<file path="src/rtl/placement_registry_if.sv">
// rtl/placement_registry_if.sv - candidate probe and nest/patch commit ports of the placement registry
interface placement_registry_if #(
    parameter int NEST_num_bits       = 2,
    parameter int SUGARPATCH_num_bits = 3,
    parameter int X_bits              = 8,
    parameter int Y_bits              = 7
);
    logic [X_bits-1:0]              collide_x;
    logic [Y_bits-1:0]              collide_y;
    logic                           collision;
    logic                           nest_wr;
    logic [NEST_num_bits-1:0]       nest_id;
    logic [X_bits-1:0]              nest_x;
    logic [Y_bits-1:0]              nest_y;
    logic                           patch_wr;
    logic [SUGARPATCH_num_bits-1:0] patch_id;
    logic [X_bits-1:0]              patch_x;
    logic [Y_bits-1:0]              patch_y;

    modport master (
        output collide_x, collide_y, nest_wr, nest_id, nest_x, nest_y,
               patch_wr, patch_id, patch_x, patch_y,
        input  collision
    );

    modport slave (
        input  collide_x, collide_y, nest_wr, nest_id, nest_x, nest_y,
               patch_wr, patch_id, patch_x, patch_y,
        output collision
    );
endinterface

</file>
<file path="src/rtl/placement_registry.sv">
// rtl/placement_registry.sv - setup-phase nest/patch coordinate store with Chebyshev proximity check
module placement_registry #(
    parameter int NEST_num            = 4,
    parameter int NEST_num_bits       = 2,
    parameter int SUGARPATCH_num      = 8,
    parameter int SUGARPATCH_num_bits = 3,
    parameter int X_bits              = 8,
    parameter int Y_bits              = 7,
    parameter int MIN_SEP             = 4
) (
    input  logic                           setup_clk,
    input  logic                           RESET_SIM,
    input  logic                           SETUP_MODE,
    placement_registry_if.slave            bus,
    output logic [X_bits-1:0]              nests_X   [NEST_num],
    output logic [Y_bits-1:0]              nests_Y   [NEST_num],
    output logic [X_bits-1:0]              patches_X [SUGARPATCH_num],
    output logic [Y_bits-1:0]              patches_Y [SUGARPATCH_num],
    output logic [NEST_num_bits:0]         nest_count,
    output logic [SUGARPATCH_num_bits:0]   patch_count,
    output logic                           reg_full,
    output logic                           locked,
    output logic                           wr_err
);
    typedef enum logic [1:0] {
        ST_EMPTY   = 2'd0,
        ST_FILLING = 2'd1,
        ST_FULL    = 2'd2,
        ST_LOCKED  = 2'd3
    } state_t;

    localparam logic [NEST_num_bits:0]       NEST_MAX  = (NEST_num_bits+1)'(NEST_num);
    localparam logic [SUGARPATCH_num_bits:0] PATCH_MAX = (SUGARPATCH_num_bits+1)'(SUGARPATCH_num);

    state_t                         state_q, state_d;
    logic [X_bits-1:0]              nest_x_q  [NEST_num];
    logic [X_bits-1:0]              nest_x_d  [NEST_num];
    logic [Y_bits-1:0]              nest_y_q  [NEST_num];
    logic [Y_bits-1:0]              nest_y_d  [NEST_num];
    logic [NEST_num-1:0]            nest_vld_q, nest_vld_d;
    logic [X_bits-1:0]              patch_x_q [SUGARPATCH_num];
    logic [X_bits-1:0]              patch_x_d [SUGARPATCH_num];
    logic [Y_bits-1:0]              patch_y_q [SUGARPATCH_num];
    logic [Y_bits-1:0]              patch_y_d [SUGARPATCH_num];
    logic [SUGARPATCH_num-1:0]      patch_vld_q, patch_vld_d;
    logic [NEST_num_bits:0]         nest_count_q, nest_count_d;
    logic [SUGARPATCH_num_bits:0]   patch_count_q, patch_count_d;
    logic                           wr_err_q, wr_err_d;
    logic                           setup_q, setup_d;

    logic nest_acc, patch_acc, setup_fall, full_d, collision_c;

    // Differences carry one extra sign bit so coordinates near 0 never alias with far edges.
    function automatic logic near_x(input logic [X_bits-1:0] a, input logic [X_bits-1:0] b);
        logic signed [X_bits:0] d;
        logic [X_bits:0]        m;
        d = $signed({1'b0, a}) - $signed({1'b0, b});
        m = d[X_bits] ? $unsigned(-d) : $unsigned(d);
        return m < (X_bits+1)'(MIN_SEP);
    endfunction

    function automatic logic near_y(input logic [Y_bits-1:0] a, input logic [Y_bits-1:0] b);
        logic signed [Y_bits:0] d;
        logic [Y_bits:0]        m;
        d = $signed({1'b0, a}) - $signed({1'b0, b});
        m = d[Y_bits] ? $unsigned(-d) : $unsigned(d);
        return m < (Y_bits+1)'(MIN_SEP);
    endfunction

    always_comb begin
        collision_c = 1'b0;
        for (int i = 0; i < NEST_num; i++) begin
            if (nest_vld_q[i] && near_x(bus.collide_x, nest_x_q[i]) && near_y(bus.collide_y, nest_y_q[i]))
                collision_c = 1'b1;
        end
        for (int i = 0; i < SUGARPATCH_num; i++) begin
            if (patch_vld_q[i] && near_x(bus.collide_x, patch_x_q[i]) && near_y(bus.collide_y, patch_y_q[i]))
                collision_c = 1'b1;
        end
    end

    always_comb begin
        nest_x_d      = nest_x_q;
        nest_y_d      = nest_y_q;
        nest_vld_d    = nest_vld_q;
        patch_x_d     = patch_x_q;
        patch_y_d     = patch_y_q;
        patch_vld_d   = patch_vld_q;
        nest_count_d  = nest_count_q;
        patch_count_d = patch_count_q;
        wr_err_d      = wr_err_q;
        setup_d       = SETUP_MODE;
        state_d       = state_q;

        nest_acc   = bus.nest_wr && (state_q != ST_LOCKED) && (int'(bus.nest_id) < NEST_num);
        patch_acc  = bus.patch_wr && (state_q != ST_LOCKED) && (int'(bus.patch_id) < SUGARPATCH_num);
        setup_fall = setup_q && !SETUP_MODE;

        if (bus.nest_wr && !nest_acc)
            wr_err_d = 1'b1;
        if (bus.patch_wr && !patch_acc)
            wr_err_d = 1'b1;

        if (nest_acc) begin
            nest_x_d[bus.nest_id]   = bus.nest_x;
            nest_y_d[bus.nest_id]   = bus.nest_y;
            nest_vld_d[bus.nest_id] = 1'b1;
            if (!nest_vld_q[bus.nest_id])
                nest_count_d = nest_count_q + (NEST_num_bits+1)'(1);
        end
        if (patch_acc) begin
            patch_x_d[bus.patch_id]   = bus.patch_x;
            patch_y_d[bus.patch_id]   = bus.patch_y;
            patch_vld_d[bus.patch_id] = 1'b1;
            if (!patch_vld_q[bus.patch_id])
                patch_count_d = patch_count_q + (SUGARPATCH_num_bits+1)'(1);
        end

        full_d = (nest_count_d == NEST_MAX) && (patch_count_d == PATCH_MAX);

        case (state_q)
            ST_EMPTY:   if (nest_acc || patch_acc) state_d = full_d ? ST_FULL : ST_FILLING;
            ST_FILLING: if (full_d) state_d = ST_FULL;
            ST_FULL:    state_d = ST_FULL;
            ST_LOCKED:  state_d = ST_LOCKED;
            default:    state_d = ST_EMPTY;
        endcase
        // A same-cycle write is still accepted above; the lock only binds later cycles.
        if (setup_fall)
            state_d = ST_LOCKED;
    end

    always_ff @(posedge setup_clk or posedge RESET_SIM) begin
        if (RESET_SIM) begin
            state_q       <= ST_EMPTY;
            nest_x_q      <= '{default: '0};
            nest_y_q      <= '{default: '0};
            nest_vld_q    <= '0;
            patch_x_q     <= '{default: '0};
            patch_y_q     <= '{default: '0};
            patch_vld_q   <= '0;
            nest_count_q  <= '0;
            patch_count_q <= '0;
            wr_err_q      <= 1'b0;
            setup_q       <= 1'b0;
        end else begin
            state_q       <= state_d;
            nest_x_q      <= nest_x_d;
            nest_y_q      <= nest_y_d;
            nest_vld_q    <= nest_vld_d;
            patch_x_q     <= patch_x_d;
            patch_y_q     <= patch_y_d;
            patch_vld_q   <= patch_vld_d;
            nest_count_q  <= nest_count_d;
            patch_count_q <= patch_count_d;
            wr_err_q      <= wr_err_d;
            setup_q       <= setup_d;
        end
    end

    assign bus.collision = collision_c;
    assign nests_X       = nest_x_q;
    assign nests_Y       = nest_y_q;
    assign patches_X     = patch_x_q;
    assign patches_Y     = patch_y_q;
    assign nest_count    = nest_count_q;
    assign patch_count   = patch_count_q;
    assign reg_full      = (nest_count_q == NEST_MAX) && (patch_count_q == PATCH_MAX);
    assign locked        = (state_q == ST_LOCKED);
    assign wr_err        = wr_err_q;
endmodule

</file>
<file path="src/flat_wrapper.sv">
// flat-port wrapper written by rule: the top's interface ports become plain ports
module placement_registry_flat 
#(
    parameter int NEST_num            = 4,
    parameter int NEST_num_bits       = 2,
    parameter int SUGARPATCH_num      = 8,
    parameter int SUGARPATCH_num_bits = 3,
    parameter int X_bits              = 8,
    parameter int Y_bits              = 7,
    parameter int MIN_SEP             = 4
)
  (setup_clk, RESET_SIM, SETUP_MODE, nests_X, nests_Y, patches_X, patches_Y, nest_count, patch_count, reg_full, locked, wr_err, bus_collide_x, bus_collide_y, bus_nest_wr, bus_nest_id, bus_nest_x, bus_nest_y, bus_patch_wr, bus_patch_id, bus_patch_x, bus_patch_y, bus_collision);
  placement_registry_if #(.NEST_num_bits(NEST_num_bits), .SUGARPATCH_num_bits(SUGARPATCH_num_bits), .X_bits(X_bits), .Y_bits(Y_bits)) bus_i ();
  input  logic setup_clk;
  input  logic RESET_SIM;
  input  logic SETUP_MODE;
  output logic [X_bits-1:0] nests_X[NEST_num];
  output logic [Y_bits-1:0] nests_Y[NEST_num];
  output logic [X_bits-1:0] patches_X[SUGARPATCH_num];
  output logic [Y_bits-1:0] patches_Y[SUGARPATCH_num];
  output logic [NEST_num_bits:0] nest_count;
  output logic [SUGARPATCH_num_bits:0] patch_count;
  output logic reg_full;
  output logic locked;
  output logic wr_err;
  input wire logic [$bits(bus_i.collide_x)-1:0] bus_collide_x;
  input wire logic [$bits(bus_i.collide_y)-1:0] bus_collide_y;
  input wire logic [$bits(bus_i.nest_wr)-1:0] bus_nest_wr;
  input wire logic [$bits(bus_i.nest_id)-1:0] bus_nest_id;
  input wire logic [$bits(bus_i.nest_x)-1:0] bus_nest_x;
  input wire logic [$bits(bus_i.nest_y)-1:0] bus_nest_y;
  input wire logic [$bits(bus_i.patch_wr)-1:0] bus_patch_wr;
  input wire logic [$bits(bus_i.patch_id)-1:0] bus_patch_id;
  input wire logic [$bits(bus_i.patch_x)-1:0] bus_patch_x;
  input wire logic [$bits(bus_i.patch_y)-1:0] bus_patch_y;
  output wire logic [$bits(bus_i.collision)-1:0] bus_collision;
  assign bus_i.collide_x = bus_collide_x;
  assign bus_i.collide_y = bus_collide_y;
  assign bus_i.nest_wr = bus_nest_wr;
  assign bus_i.nest_id = bus_nest_id;
  assign bus_i.nest_x = bus_nest_x;
  assign bus_i.nest_y = bus_nest_y;
  assign bus_i.patch_wr = bus_patch_wr;
  assign bus_i.patch_id = bus_patch_id;
  assign bus_i.patch_x = bus_patch_x;
  assign bus_i.patch_y = bus_patch_y;
  assign bus_collision = bus_i.collision;
  placement_registry #(.NEST_num(NEST_num), .NEST_num_bits(NEST_num_bits), .SUGARPATCH_num(SUGARPATCH_num), .SUGARPATCH_num_bits(SUGARPATCH_num_bits), .X_bits(X_bits), .Y_bits(Y_bits), .MIN_SEP(MIN_SEP)) u_core (.setup_clk(setup_clk), .RESET_SIM(RESET_SIM), .SETUP_MODE(SETUP_MODE), .bus(bus_i), .nests_X(nests_X), .nests_Y(nests_Y), .patches_X(patches_X), .patches_Y(patches_Y), .nest_count(nest_count), .patch_count(patch_count), .reg_full(reg_full), .locked(locked), .wr_err(wr_err));
endmodule
</file>
<file path="config.mk">
export PLATFORM = sky130hd
export DESIGN_NAME = placement_registry_flat
export DESIGN_NICKNAME = d
export VERILOG_FILES = /design/src/rtl/placement_registry_if.sv /design/src/rtl/placement_registry.sv /design/src/flat_wrapper.sv
export SDC_FILE = /design/constraint.sdc
export NUM_CORES = 1
export LEC_CHECK = 0
export ABC_AREA = 1
export CAP_MARGIN = 20
export CORE_MARGIN = 3
export CORE_UTILIZATION = 60
export CTS_BUF_LIST = sky130_fd_sc_hd__clkbuf_8
export CTS_CLUSTER_DIAMETER = 150
export DETAILED_ROUTE_END_ITERATION = 8
export PLACE_DENSITY = 0.89
export SLEW_MARGIN = 15
export SYNTH_ARGS = -nofsm -noshare
export SYNTH_HDL_FRONTEND = slang
export SYNTH_SLANG_ARGS = --single-unit
</file>
<file path="constraint.sdc">
create_clock -name setup_clk -period 9.7 [get_ports setup_clk]
set_input_delay 1.455 -clock setup_clk [delete_from_list [all_inputs] [get_ports setup_clk]]
set_output_delay 1.455 -clock setup_clk [all_outputs]
set_load 0.02 [all_outputs]
</file>
=== Word level (Yosys, flattened, before mapping) ===
Index checks and enable logic that the tools add are counted.

* Register bits after elaboration: 203
* Bits of input ports: 55
* Output and inout port bits: 191

* Add/sub/neg operators: 50
* Magnitude comparators: 32
* Eq/ne operators: 10
* Multiplexer cells: 67
* Bitwise gates (word level): 4
* Reduce and logical (&&, ||, !) cells: 42

{| class="wikitable"
|+ Operator list
! kind !! number
|-
| 8-bit 2-to-1 mux || 14
|-
| 9-bit by 3-bit less-than comparator with 1-bit output (second input constant) || 12
|-
| 9-bit 2-to-1 mux || 12
|-
| 9-bit negator || 12
|-
| 8-bit by 8-bit subtractor with 9-bit output || 12
|-
| 8-bit by 3-bit less-than comparator with 1-bit output (second input constant) || 12
|-
| 8-bit negator || 12
|-
| 7-bit by 7-bit subtractor with 8-bit output || 12
|-
| 64-bit bitwise mux || 1
|-
| 56-bit bitwise mux || 1
|-
| 1-bit logical AND || 35
|-
| 32-bit bitwise mux || 1
|-
| 28-bit bitwise mux || 1
|-
| 8-bit demux with 3-bit select || 1
|-
| 7-bit demux with 3-bit select || 1
|-
| 1-bit 2-to-1 mux || 18
|-
| 8-bit demux with 2-bit select || 1
|-
| 7-bit demux with 2-bit select || 1
|-
| 7-bit 2-to-1 mux || 2
|-
| 4-bit == test (second input constant) || 2
|-
| 2-bit 2-to-1 mux || 4
|-
| 4-bit 2-to-1 mux || 2
|-
| 8-bit OR || 1
|-
| 2-bit one-hot mux with 4 select lines || 1
|-
| 28 further kinds || 34
|}

=== Longest topological paths before layout ===
Gate-level depths: netlist of the first run.

* Depth after elaboration: 18
* Depth in mapped cells: 19
* Gate-level depth less buffers: 19

=== Worst setup path after synthesis of the first run ===
OpenSTA, ideal clock, no wires.

* Path type: input-to-output
* Start point: input bus_collide_x[0]
* End point: output bus_collision
* Data arrival time: 3.574 ns
* Data required time: 8.245 ns
* Slack: 4.671 ns
* Stages: 17
* Path buffers: 0
* Cell sequence: inv_1 > ha_1 > inv_1 > fa_1 > nand2_1 > nand2_1 > nor3_1 > nand3_1 > nand2_1 > nand2_1 > nand2_1 > nand2_1 > nor2_1 > nand4_1 > nand3_1 > nor2_1 > nand3_1

* Cells in the longest elaborated chain, start to end: 18

{| class="wikitable"
|+ Ends and longest elaborated chain
! item !! line !! source
|-
| from (decl) || flat_wrapper.sv:26 || <nowiki>input wire logic [$bits(bus_i.collide_x)-1:0] bus_collide_x;</nowiki>
|-
| 8-bit by 8-bit subtractor with 9-bit output || placement_registry.sv:57 || <nowiki>d = $signed({1'b0, a}) - $signed({1'b0, b});</nowiki>
|-
| 9-bit negator || placement_registry.sv:58 || <nowiki>m = d[X_bits] ? $unsigned(-d) : $unsigned(d);</nowiki>
|-
| 9-bit 2-to-1 mux || placement_registry.sv:58 ||
|-
| 9-bit by 3-bit less-than comparator with 1-bit output || placement_registry.sv:59 || <nowiki>return m < (X_bits+1)'(MIN_SEP);</nowiki>
|-
| 1-bit logical AND (2 in series) || placement_registry.sv:73 || <nowiki>if (nest_vld_q[i] && near_x(bus.collide_x, nest_x_q[i]) && near_y(bus.collide_y, nest_y_q[i]))</nowiki>
|-
| 1-bit 2-to-1 mux (4 in series) || placement_registry.sv:73 ||
|-
| 1-bit 2-to-1 mux (7 in series) || placement_registry.sv:77 || <nowiki>if (patch_vld_q[i] && near_x(bus.collide_x, patch_x_q[i]) && near_y(bus.collide_y, patch_y_q[i]))</nowiki>
|-
| 1-bit 2-to-1 mux * || placement_registry.sv:77 ||
|-
| to (decl) || flat_wrapper.sv:36 || <nowiki>output wire logic [$bits(bus_i.collision)-1:0] bus_collision;</nowiki>
|}

Mark *: on every way between the ends. The rest lies on a longest branch, timed or not.

=== Worst setup path after layout of the first run ===
* Start point: input bus_collide_y[1]
* End point: output bus_collision

* Cells in the longest elaborated chain, start to end: 17

{| class="wikitable"
|+ Ends and longest elaborated chain
! item !! line !! source
|-
| from (decl) || flat_wrapper.sv:27 || <nowiki>input wire logic [$bits(bus_i.collide_y)-1:0] bus_collide_y;</nowiki>
|-
| 7-bit by 7-bit subtractor with 8-bit output || placement_registry.sv:65 || <nowiki>d = $signed({1'b0, a}) - $signed({1'b0, b});</nowiki>
|-
| 8-bit negator || placement_registry.sv:66 || <nowiki>m = d[Y_bits] ? $unsigned(-d) : $unsigned(d);</nowiki>
|-
| 8-bit 2-to-1 mux || placement_registry.sv:66 ||
|-
| 8-bit by 3-bit less-than comparator with 1-bit output || placement_registry.sv:67 || <nowiki>return m < (Y_bits+1)'(MIN_SEP);</nowiki>
|-
| 1-bit logical AND || placement_registry.sv:73 ||
|-
| 1-bit 2-to-1 mux (4 in series) || placement_registry.sv:73 ||
|-
| 1-bit 2-to-1 mux (7 in series) || placement_registry.sv:77 ||
|-
| 1-bit 2-to-1 mux * || placement_registry.sv:77 ||
|}

Marked as above.

==> results of run 1 <==
## critical path, delay by kind of cell
kind / cells / cell delay [ns]
buf+inv: 5 / 2.04
simple gates: 12 / 1.27
fa+ha+maj: 1 / 0.63
xor+xnor: 1 / 0.14
## cell usage in the layout, fill, tap and decap left out, types with 2 or more instances in the layout
cell             synthesis  layout
a31oi_1                  4       4
fa_1                    24      24
and3_1                   2       2
nand3_1                234     234
clkdlybuf4s50_1          0     245
xnor2_1                 35      35
buf_6                    0       2
clkinvlp_4               0       4
and2_1                   7       7
nand3b_1                37      37
o211ai_1                12      12
o21a_1                  19      19
clkbuf_8                 0      47
a21boi_0                 2       2
a21oi_2                  2       2
a21oi_1                133     133
nand2_1                866     866
nor3_1                   8       8
xor2_1                  43      43
nor2_1                 147     147
inv_1                  505     509
nand4_1                 84      84
ha_1                   184     184
o21ai_0                231     231
dfrtp_1                203     203
clkinv_2                 0      11
buf_4                    0      16
bufinv_16                0       2
or2_2                   18      18
o21bai_1                 6       6
## area by class of cell
cell class / instances / area share [%]
multi-input cells: 2113 / 51.8
flip-flops and latches: 203 / 22.4
inverters: 506 / 8.42
clock buffers: 47 / 2.86
well taps: 396 / 2.19
clock inverters: 24 / 0.801
repair buffers: 263 / 11.5
## metrics by stage
step	cell area [µm²]	total power (W)
finish	22600	0.00489
global route	22600	0.00527
CTS	22600	0.00485
detailed placement	21800	0.00391
global placement	21800	0.00382
floorplan	18800	0.00306
## layer usage
metal | up-vias | share of wire [%]
met4 | 8 | 6.1
met2 | 971 | 44
met1 | 9242 | 41
met5 | - | 0.084
li1 | 9756 | -
met3 | 231 | 8.8
## worst min-delay path by stage
stage                                        to
after floorplan           u_core.patch_vld_q[5]
after global placement    u_core.patch_vld_q[1]
after detailed placement  u_core.patch_vld_q[1]
after CTS                     u_core.state_q[1]
after global routing      u_core.patch_vld_q[1]
final                         u_core.state_q[1]
## sequential cells by signal (all words and copies together) (netlist names)
| register | count |
|---|---|
| u_core.nests_X | 32 |
| u_core.patch_vld_q | 8 |
| u_core.setup_q | 1 |
| u_core.nests_Y | 28 |
| u_core.nest_count | 3 |
| u_core.state_q | 2 |
| u_core.wr_err | 1 |
| u_core.patches_X | 64 |
| u_core.nest_vld_q | 4 |
| u_core.patch_count | 4 |
| u_core.patches_Y | 56 |
## cell usage after synthesis, types with 2 or more instances
master	number	share of area, %
a21oi_1	133	3.5
nand3_1	234	6.2
nand4_1	84	2.8
and2_1	7	0.23
inv_1	505	10
xor2_1	43	2.0
o21a_1	19	0.76
xnor2_1	35	1.6
fa_1	24	2.5
o21ai_0	231	6.1
nand2_1	866	17
a31oi_1	4	0.13
nand3b_1	37	1.5
clkbuf_1	34	0.68
a21oi_2	2	0.093
or2_2	18	0.60
dfrtp_1	203	27
a21boi_0	2	0.080
o21bai_1	6	0.24
ha_1	184	12
o211ai_1	12	0.48
and3_1	2	0.066
nor2_1	147	2.9
nor3_1	8	0.21
## power by group through the flow
stage,Clock (W),Sequential (W),Combinational [W]
after detailed placement,0,0.00118,0.00273
final,0.000920,0.00118,0.00279
after CTS,0.000926,0.00117,0.00275
after global placement,0,0.00118,0.00264
after global routing,0.000963,0.00119,0.00311
after floorplan,0,0.00133,0.00173
## cell families after synthesis
family,Yosys count
AND/OR/NAND/NOR,1410
buffers and inverters,541
AO/OA/AOI/OAI,416
adder cells (fa/ha/maj),208
flip-flops,203
XOR/XNOR,79
==> summary.md, run 1 <==
| Metric | Value |
|---|---|
| # Post-CTS Setup Buffers | 0 |
| Top_reg_cell synth | dfrtp_1 |
| Min-delay worst type | reg -> reg |
| Finished Core Util | 73.6% |
| Place WS | between 2 and 3 ns |
| Sequential cell area | slightly above 5000 µm² |
| Vias in the first global route | 18900 |
| Status | finished, final reports clean |
| Fmax achieved | between 100 and 150 MHz |
| Leak pwr | 11.7 nW |
| Slew HR | 26.9% |
| Synth Area in Adders | approximately 15% |
| CP endpoint | bus_collision |
| Port-buffer cells | between 200 and 250 |
| Worst Path Required | 8.25 ns |
| Sw Share | 46.8% |
| Syn_area_per_cell | ~6.6 µm² |
| First-pass GRT wire length | roughly 98000 µm |
| Post-synthesis mux area share | 0% |
| Post-Place Cells | 3479 |
| Mapped Cells | 2857 |
| Nets | 3391 |
| Crit-path max FO | 15 |
| Total global-route track usage | roughly 37% |
| Syn Std Cell Area | roughly 19000 µm² |
| Period minus WS final | around 7.0 ns |
| Deepest clock path buffer count | 3 |
| Worst Path Arrival | 5.58 ns |
| Die X | between 150 and 200 µm |
| Remaining antenna violation count after routing | 0 |
| Cts bufs inserted | approximately 40 |
| Antenna cells | 0 |
| Hold_ws | 0.475 ns |
| Cell-internal power | 0.00260 W |
| Die ar. | 33600 µm² |
| Global route hottest layer | met2 |
| Hold depth | 2 |
| Setup crit start kind | primary input |
| RR Endpoint | u_core.state_q[0] |
| Most used cell, CP | nand2_1 |
| Sequential fraction of design power | 24.1% |
| Max cap viols | 0 |
| Core footprint | 30700 µm² |
| Post-synth net total | 3120 |
| RSZ-0062 raised after global routing | false |
| Period utilization | between 70 and 80% |
| Post-synthesis compound-gate area fraction | 11.7% |
| DR WL/cell | 17.8 µm |
| Final setup fails | 0 |
| Post_cts resized | 0 |
| CTS sink cnt | 203 |
| Register-to-register setup slack | around 7.2 ns |
| Standard-cell row count | 64 |
| Hold_buf cts | 0 |
| Synthesized-area fraction occupied by and/or/nand/nor cells | 32.1% |
| Pwr Density | 216 nW/µm² |
| Worst-Skew Late Latency | 0.57 ns |
| Reg2reg path depth | 14 |
| TritonRoute pass-1 iters | 6 |
| Slowest CP cell | fa_1 |
| Routed WL | 63200 µm |
| Met1 GRT Util | 46.8% |
| CTS tree | yes |
| Hpwl dp | 45900 µm |
| Fin worst setup slack | 2.67 ns |
| Worst Setup SP | bus_collide_y[1] |
| R2R Path Start | u_core.state_q[1] |
| Final Hold Vio Count | 0 |
| Largest net degree at the start of global routing | about 140 |
| Non-filler instance count after layout | 3552 |
| Crit-path cells | clkdlybuf4s50_1, buf_4, inv_1, fa_1, inv_1, nand3_1, nand2_1, xnor2_1, nand2_1, nor2_1, nand2_1, nand2_1, nand2_1, nand2_1, nand3_1, nor3_1, nor2_1, nand3_1, clkdlybuf4s50_1 |
| Ys Warns | 0 |
| XOR/XNOR Fraction of Synth Area | between 3 and 4% |
| Power share of the combinational group | 57.1% |
| EDFF count, synth | 0 |
| Worst Skew | roughly 0.036 ns |
| Fraction of layout cells with a size suffix above 1 | 3.52% |
| Worst Hold Launch | u_core.setup_q |
| GR Util met2 | roughly three fifths |
| DRC | 0 |
| M3 GR Usage | 6.64% |
| Via Count | 20200 |
| Area of the multi-input gates | 11700 µm² |
| Crit Path Class | in -> out |
| Crit end category | output pin |
| Main combinational cell family by area after synthesis | simple AND/OR/NAND/NOR gates |
| I/O pins | about 250 |
| Unique masters post-synth | 41 |
| Initial antenna violation count | 4 |
| Area grow syn2layout | 20.1% |
| Iter 0 DRT Violations | 1496 |
| Final global-route overflow total | 0 |
| CTS clk-pin slew, worst paths | approximately 0.050 ns |
| # fillers | around 2500 |
| Fin. max-slew vios | 0 |
| Seq cells post-synth | 203 |
| Effective utilization at floorplan | around 61% |
| Worst Tran Pin Value | 1.09 ns |
| H-Tree Depth | 2 |
| Worst vdd ir | 0.141 mV |
| Post-synthesis sequential area ratio | 27.0% |
| Global placer's final weighted congestion | around 0.94 |
| P_sw | between 0.002 and 0.0025 W |
| Root buf cell | clkbuf_8 |
| TNS Setup | 0 ns |
| Slowest cell delay on critical path | ~0.63 ns |
| Via/cell ratio | 5.69 |
| Share of flip-flops with an asynchronous set or reset | 100% |
| Die span in y | about 180 µm |
| Clock network power share | 18.8% |
No activity file was read; power rests on OpenSTA's default activity.
==> run 2, diff against run 1 <==
CORE_UTILIZATION = 58   (was 60)
PLACE_DENSITY = 0.86   (was 0.89)
clock period = 6.8 ns   (was 9.7 ns; I/O delays follow)
==> summary.md, run 2 (synthesis gave the netlist of run 1 again) <==
| Metric | Value |
|---|---|
| TNS Setup | 0 ns (unchanged) |
| Effective utilization at floorplan | 59.3% (-2.0 points) |
| Worst-Skew Late Latency | 0.54 ns (-0.03 ns) |
| Slowest CP cell | inv_1 |
| Critical path's top delay family | buffers and inverters |
| H-Tree Depth | 2 (unchanged) |
| Fmax achieved | 162 MHz |
| Area grow syn2layout | 20.5% |
| Standard-cell row count | 65 (+1.6%) |
| Max cap viols | 0 (unchanged) |
| Slew HR | 26.1% (-0.81 points) |
| Port-buffer cells | 245 (unchanged) |
| Final Hold Vio Count | 0 (unchanged) |
| Routed WL | 62800 µm (-0.62%) |
| Nets | 3390 (-0.029%) |
| Deepest clock path buffer count | 3 (unchanged) |
| Core footprint | 31800 µm² (+3.4%) |
| RSZ-0062 raised after global routing | false |
| Pwr Density | 306 nW/µm² (+42%) |
| Worst Setup SP | bus_collide_x[0] |
| Period minus WS final | 6.16 ns |
| Fin. max-slew vios | 0 (unchanged) |
| Final global-route overflow total | 0 (unchanged) |
| Global placer's final weighted congestion | 0.936 (-0.69%) |
| DRC | 0 (unchanged) |
| Non-filler instance count after layout | 3589 (+1.0%) |
| Total global-route track usage | 35.6% (-1.1 points) |
| Most frequent cells in the layout | 866 x nand2_1, 510 x inv_1, 245 x clkdlybuf4s50_1 |
| Max reg flops | 64 (unchanged) |
| Worst Path Arrival | 5.14 ns (-0.44 ns) |
| Leak pwr | 11.7 nW (+0.12%) |
| P_sw | 0.00320 W (+40%) |
| Most used cell, CP | nand2_1 |
| # fillers | 2730 (+7.6%) |
| Cts bufs inserted | 38 (-7.3%) |
| Clock network power share | 18.7% (about the same) |
| Via/cell ratio | 5.60 (-1.5%) |
| Die X | 186 µm (+1.7%) |
| Die ar. | 34700 µm² (+3.3%) |
| Final setup fails | 0 (unchanged) |
| Root buf cell | clkbuf_8 |
| Via Count | 20100 (-0.46%) |
| Cell-internal power | 0.00374 W (+44%) |
| Worst Tran Pin Value | 1.11 ns (+0.0144 ns) |
| Post-Place Cells | 3520 (+1.2%) |
| TritonRoute pass-1 iters | 7 (+1) |
| Worst vdd ir | 0.219 mV (+56%) |
| Min-delay worst type | reg -> reg |
| CTS tree | yes |
| Remaining antenna violation count after routing | 0 (unchanged) |
| CP endpoint | bus_collision |
| Sequential fraction of design power | 24.1% (about the same) |
| Worst Path Required | 5.78 ns (-2.47 ns) |
| DR WL/cell | 17.5 µm (-1.6%) |
| Largest net degree at the start of global routing | 79 (-42%) |
| Slowest cell delay on critical path | 0.79 ns (+0.16 ns) |
| Crit-path max FO | 12 (-3) |
| Die span in y | 186 µm (+1.7%) |
| CTS sink cnt | 203 (unchanged) |
| Fraction of layout cells with a size suffix above 1 | 3.36% (-0.15 points) |
| Sw Share | 46.1% (-0.68 points) |
| CTS clk-pin slew, worst paths | 0.06 ns (about the same) |
| Commonest non-fill, non-tap cell in the layout | nand2_1 |
| # Post-CTS Setup Buffers | 0 (unchanged) |
| Reg2reg path depth | 12 (-2) |
| Crit-path cells | clkdlybuf4s50_1, inv_1, ha_1, inv_1, fa_1, nand3_1, nand2_1, a21oi_1, nand4_1, nand2_1, o21ai_0, a21oi_1, nand4_1, nand2_1, nor2_1, nand3_1, clkdlybuf4s50_1 |
| RR Endpoint | u_core.state_q[0] |
| I/O pins | 246 (unchanged) |
| Vias in the first global route | 18800 (-0.79%) |
| Hold_ws | 0.475 ns (+0.000398 ns) |
| Crit Path Class | in -> out |
| Status | finished, final reports clean |
| Power share of the combinational group | 57.2% (about the same) |
| R2R Path Start | u_core.state_q[1] |
| Finished Core Util | 71.4% (-2.2 points) |
| Iter 0 DRT Violations | 1612 (+7.8%) |
| Period utilization | 90.5% |
| Register-to-register setup slack | 4.26 ns (-2.93 ns) |
| Hpwl dp | 46500 µm (+1.3%) |
| CP Buf/Inv Count | 4 (-1) |
| Initial antenna violation count | 6 (+2) |
| Setup crit start kind | primary input |
| Worst Skew | 0.00902 ns (-0.0273 ns) |
| Hold_buf cts | 0 (unchanged) |
| Critical Path Stages | 17 (-2) |
| Post_cts resized | 0 (unchanged) |
| Crit end category | output pin |
| First-pass GRT wire length | 96600 µm (-0.98%) |
| Design Power | 0.00695 W (+42%) |
## run 2: cell count changes in the layout (fill, tap and decap cells not counted), sizes merged
| cell | before | now |
|---|---|---|
| buf | 18 | 20 |
| bufinv | 2 | 3 |
| clkbuf | 47 | 48 |
| clkinv | 12 | 6 |
| clkinvlp | 4 | 2 |
| diode | 0 | 2 |
## run 2: power by group through the flow
stage          logic, W  registers (W)  clock network, W
6_report        0.00397        0.00167           0.00130
5_1_grt         0.00447        0.00169           0.00137
4_1_cts         0.00392        0.00167           0.00131
3_5_place_dp    0.00389        0.00168                 0
3_3_place_gp    0.00377        0.00168                 0
2_1_floorplan   0.00247        0.00189                 0
## run 2: layer usage
metal | up-vias | GRT usage (%) | share of wire, %
met4 | 8 | 18.9 | 6.1
met5 | - | 0 | 0.15
met3 | 219 | 7.53 | 10
met1 | 9186 | 46.1 | 41
li1 | 9756 | - | -
met2 | 947 | 56.2 | 43
## run 2: worst min path at each step
stage / startpoint / endpoint / slack [ns] / cells after the start
2_1_floorplan: u_core.patch_vld_q[5] / u_core.patch_vld_q[5] / 0.43 / 2
3_3_place_gp: u_core.setup_q / u_core.state_q[0] / 0.46 / 2
3_5_place_dp: u_core.setup_q / u_core.state_q[1] / 0.47 / 2
4_1_cts: u_core.setup_q / u_core.state_q[1] / 0.48 / 2
5_1_grt: u_core.wr_err / u_core.wr_err / 0.50 / 1
6_report: u_core.setup_q / u_core.state_q[0] / 0.48 / 2
## run 2: area by class of cell
class                      instances  area (µm²)  area share, %
inverter                         506        1910           8.39
tap                              435         544           2.40
sequential                       203        5080           22.4
antenna                            2        5.00         0.0220
multi-input combinational       2113       11700           51.7
timing repair buffer             265        2630           11.6
clock inverter                    17         158          0.694
clock buffer                      48         661           2.91
## run 2: worst reg2reg max path: stages (launching register included)
cell and delay, ns:
dfrtp_1 0.40, nand2_2 0.12, inv_1 0.08, nor2_2 0.32
o211ai_1 0.22, nor4_4 0.51, o21ai_0 0.22, nor2_1 0.18
nand3_1 0.12, nand2_1 0.10, nand2_1 0.06, nand2_1 0.05
nand2_1 0.04
## run 2: stage by stage
step	instance area (µm²)	setup WS, ns
floorplan	18800	0.241
global placement	21900	0.821
detailed placement	21900	0.718
CTS	22700	0.717
global route	22700	0.433
finish	22700	0.645
==> run 3, diff against run 2 <==
CTS_CLUSTER_SIZE = 20   (was unset)
==> summary.md, run 3 (synthesis gave the netlist of run 1 again) <==
| Metric | Value |
|---|---|
| Fraction of layout cells with a size suffix above 1 | 2.06% (-1.3 points) |
| Core footprint | 31800 µm² (unchanged) |
| Pwr Density | 283 nW/µm² (-7.3%) |
| Worst-Skew Late Latency | 0.56 ns (+0.02 ns) |
| Cts bufs inserted | 14 (-63%) |
| Total global-route track usage | 35.1% (-0.50 points) |
| Final global-route overflow total | 0 (unchanged) |
| Vias in the first global route | 18500 (-1.6%) |
| Remaining antenna violation count after routing | 0 (unchanged) |
| Initial antenna violation count | 5 (-1) |
| Worst Path Arrival | 5.15 ns (about the same) |
| Commonest non-fill, non-tap cell in the layout | nand2_1 |
| Slowest cell delay on critical path | 0.79 ns (about the same) |
| Final setup fails | 0 (unchanged) |
| Design Power | 0.00627 W (-9.7%) |
| Critical path's top delay family | buffers and inverters |
| Iter 0 DRT Violations | 1554 (-3.6%) |
| CTS tree | yes |
| TNS Setup | 0 ns (unchanged) |
| Status | finished, final reports clean |
| Min-delay worst type | reg -> reg |
| Setup crit start kind | primary input |
| Worst Tran Pin Value | 1.10 ns (-0.00207 ns) |
| Global placer's final weighted congestion | 0.936 (unchanged) |
| I/O pins | 246 (unchanged) |
| Max reg flops | 64 (unchanged) |
| DRC | 0 (unchanged) |
| H-Tree Depth | 1 (-1) |
| Fmax achieved | 162 MHz (-0.23%) |
| Crit-path max FO | 12 (unchanged) |
| Area of the multi-input gates | 11700 µm² (unchanged) |
| Period minus WS final | 6.17 ns (+0.0139 ns) |
| Port-buffer cells | 245 (unchanged) |
| Post-Place Cells | 3520 (unchanged) |
| Place WS | 0.718 ns (unchanged) |
| Nets | 3366 (-0.71%) |
| Via/cell ratio | 5.60 (about the same) |
| Deepest clock path buffer count | 3 (unchanged) |
| RSZ-0062 raised after global routing | false |
| Crit Path Class | in -> out |
| Area grow syn2layout | 17.4% |
| Slew HR | 26.3% (+0.14 points) |
| # fillers | 2820 (+3.3%) |
| Routed WL | 61800 µm (-1.5%) |
| Max cap viols | 0 (unchanged) |
| Die ar. | 34700 µm² (unchanged) |
| Non-filler instance count after layout | 3540 (-1.4%) |
| Most frequent cells in the layout | 866 x nand2_1, 504 x inv_1, 245 x clkdlybuf4s50_1 |
| Via Count | 19800 (-1.5%) |
| CTS clk-pin slew, worst paths | 0.13 ns (+0.07 ns) |
| TritonRoute pass-1 iters | 6 (-1) |
| CP Buf/Inv Count | 4 (unchanged) |
| Worst Skew | 0.0240 ns (+0.0149 ns) |
| Standard-cell row count | 65 (unchanged) |
| # Post-CTS Setup Buffers | 0 (unchanged) |
| Crit-path cells | clkdlybuf4s50_1, inv_1, ha_1, inv_1, fa_1, nand3_1, nand2_1, a21oi_1, nand2_1, xor2_1, nand3_1, nor2_1, nand4_1, nand2_1, nor2_1, nand3_1, clkdlybuf4s50_1 |
| CTS sink cnt | 203 (unchanged) |
| Worst vdd ir | 0.221 mV (+0.79%) |
| Final Hold Vio Count | 0 (unchanged) |
| First-pass GRT wire length | 95400 µm (-1.3%) |
| Hold_buf cts | 0 (unchanged) |
| Fin worst setup slack | 0.631 ns (-0.0139 ns) |
| Worst Path Required | 5.78 ns (about the same) |
| Post_cts resized | 0 (unchanged) |
| Leak pwr | 11.4 nW (-2.8%) |
| Largest net degree at the start of global routing | 79 (unchanged) |
| Slowest CP cell | inv_1 |
| Period utilization | 90.7% (+0.20 points) |
| Die span in y | 186 µm (unchanged) |
| Fin. max-slew vios | 0 (unchanged) |
| Hpwl dp | 46500 µm (unchanged) |
| Root buf cell | clkbuf_8 |
| Die X | 186 µm (unchanged) |
| Sequential cell area | 5080 µm² (unchanged) |
| Effective utilization at floorplan | 59.3% (unchanged) |
| DR WL/cell | 17.5 µm (-0.19%) |
| Crit end category | output pin |
## run 3: cell count changes in the layout (fill, tap and decap cells not counted)
cell / delta
inv_6: +1
inv_8: +1
inv_1: -6
clkinvlp_4: -2
bufinv_16: -3
clkbuf_8: -33
clkinv_2: -6
diode_2: -1
## run 3: metrics by stage
stage | hold WS [ns] | instance area, µm² | utilization, %
after floorplan | 0.434 | 18800 | -
after global placement | 0.459 | 21900 | 68.7
after detailed placement | 0.466 | 21900 | 68.7
after CTS | 0.497 | 22100 | 69.4
after global routing | 0.515 | 22100 | 69.6
final | 0.491 | 22100 | 69.6
## run 3: cell type report
class / instances / share of cell area [%]
flip-flops and latches: 203 / 23.0
inverters: 506 / 8.62
well taps: 435 / 2.46
diodes: 1 / 0.0113
clock buffers: 15 / 0.933
clock inverters: 2 / 0.0905
repair buffers: 265 / 11.9
multi-input cells: 2113 / 53.1
## run 3: routing by layer
| layer | GRT usage, % | vias up | part of all wire [%] |
|---|---|---|---|
| met5 | 0 | - | 0.068 |
| met4 | 17.7 | 8 | 6.2 |
| met3 | 7.12 | 208 | 10 |
| met2 | 55.5 | 887 | 42 |
| met1 | 46.0 | 9047 | 41 |
| li1 | - | 9673 | - |
## run 3: power breakdown
group | leakage [nW] | internal, W | switching, W
sequential | 2.53 | 0.00143 | 0.000236
combinational | 8.77 | 0.00156 | 0.00240
clock | 0.118 | 0.000208 | 0.000433
## run 3: final timing paths
path,from,endpoint,slack (ns),depth (start not counted)
worst max-delay path,bus_collide_x[0],bus_collision,0.63,17
worst min-delay path,u_core.setup_q,u_core.state_q[0],0.49,2
worst max register to register,u_core.state_q[1],u_core.state_q[0],4.24,14
worst min register to register,u_core.setup_q,u_core.state_q[0],0.49,2
max in group asynchronous,RESET_SIM,u_core.nests_X[6],4.56,3
min in group asynchronous,RESET_SIM,u_core.patches_Y[54],0.94,2
## run 3: worst reg2reg max path, stage by stage, from the launching register on
cell and delay (ns):
dfrtp_1 0.43, nand2_2 0.13, inv_1 0.09, nor2_2 0.32
o211ai_1 0.22, nor4_4 0.52, nand2_1 0.14, nand2_1 0.09
nand2_1 0.07, nor2_1 0.11, nand3_1 0.10, nand2_1 0.10
nand2_1 0.06, nand2_1 0.05, nand2_1 0.04
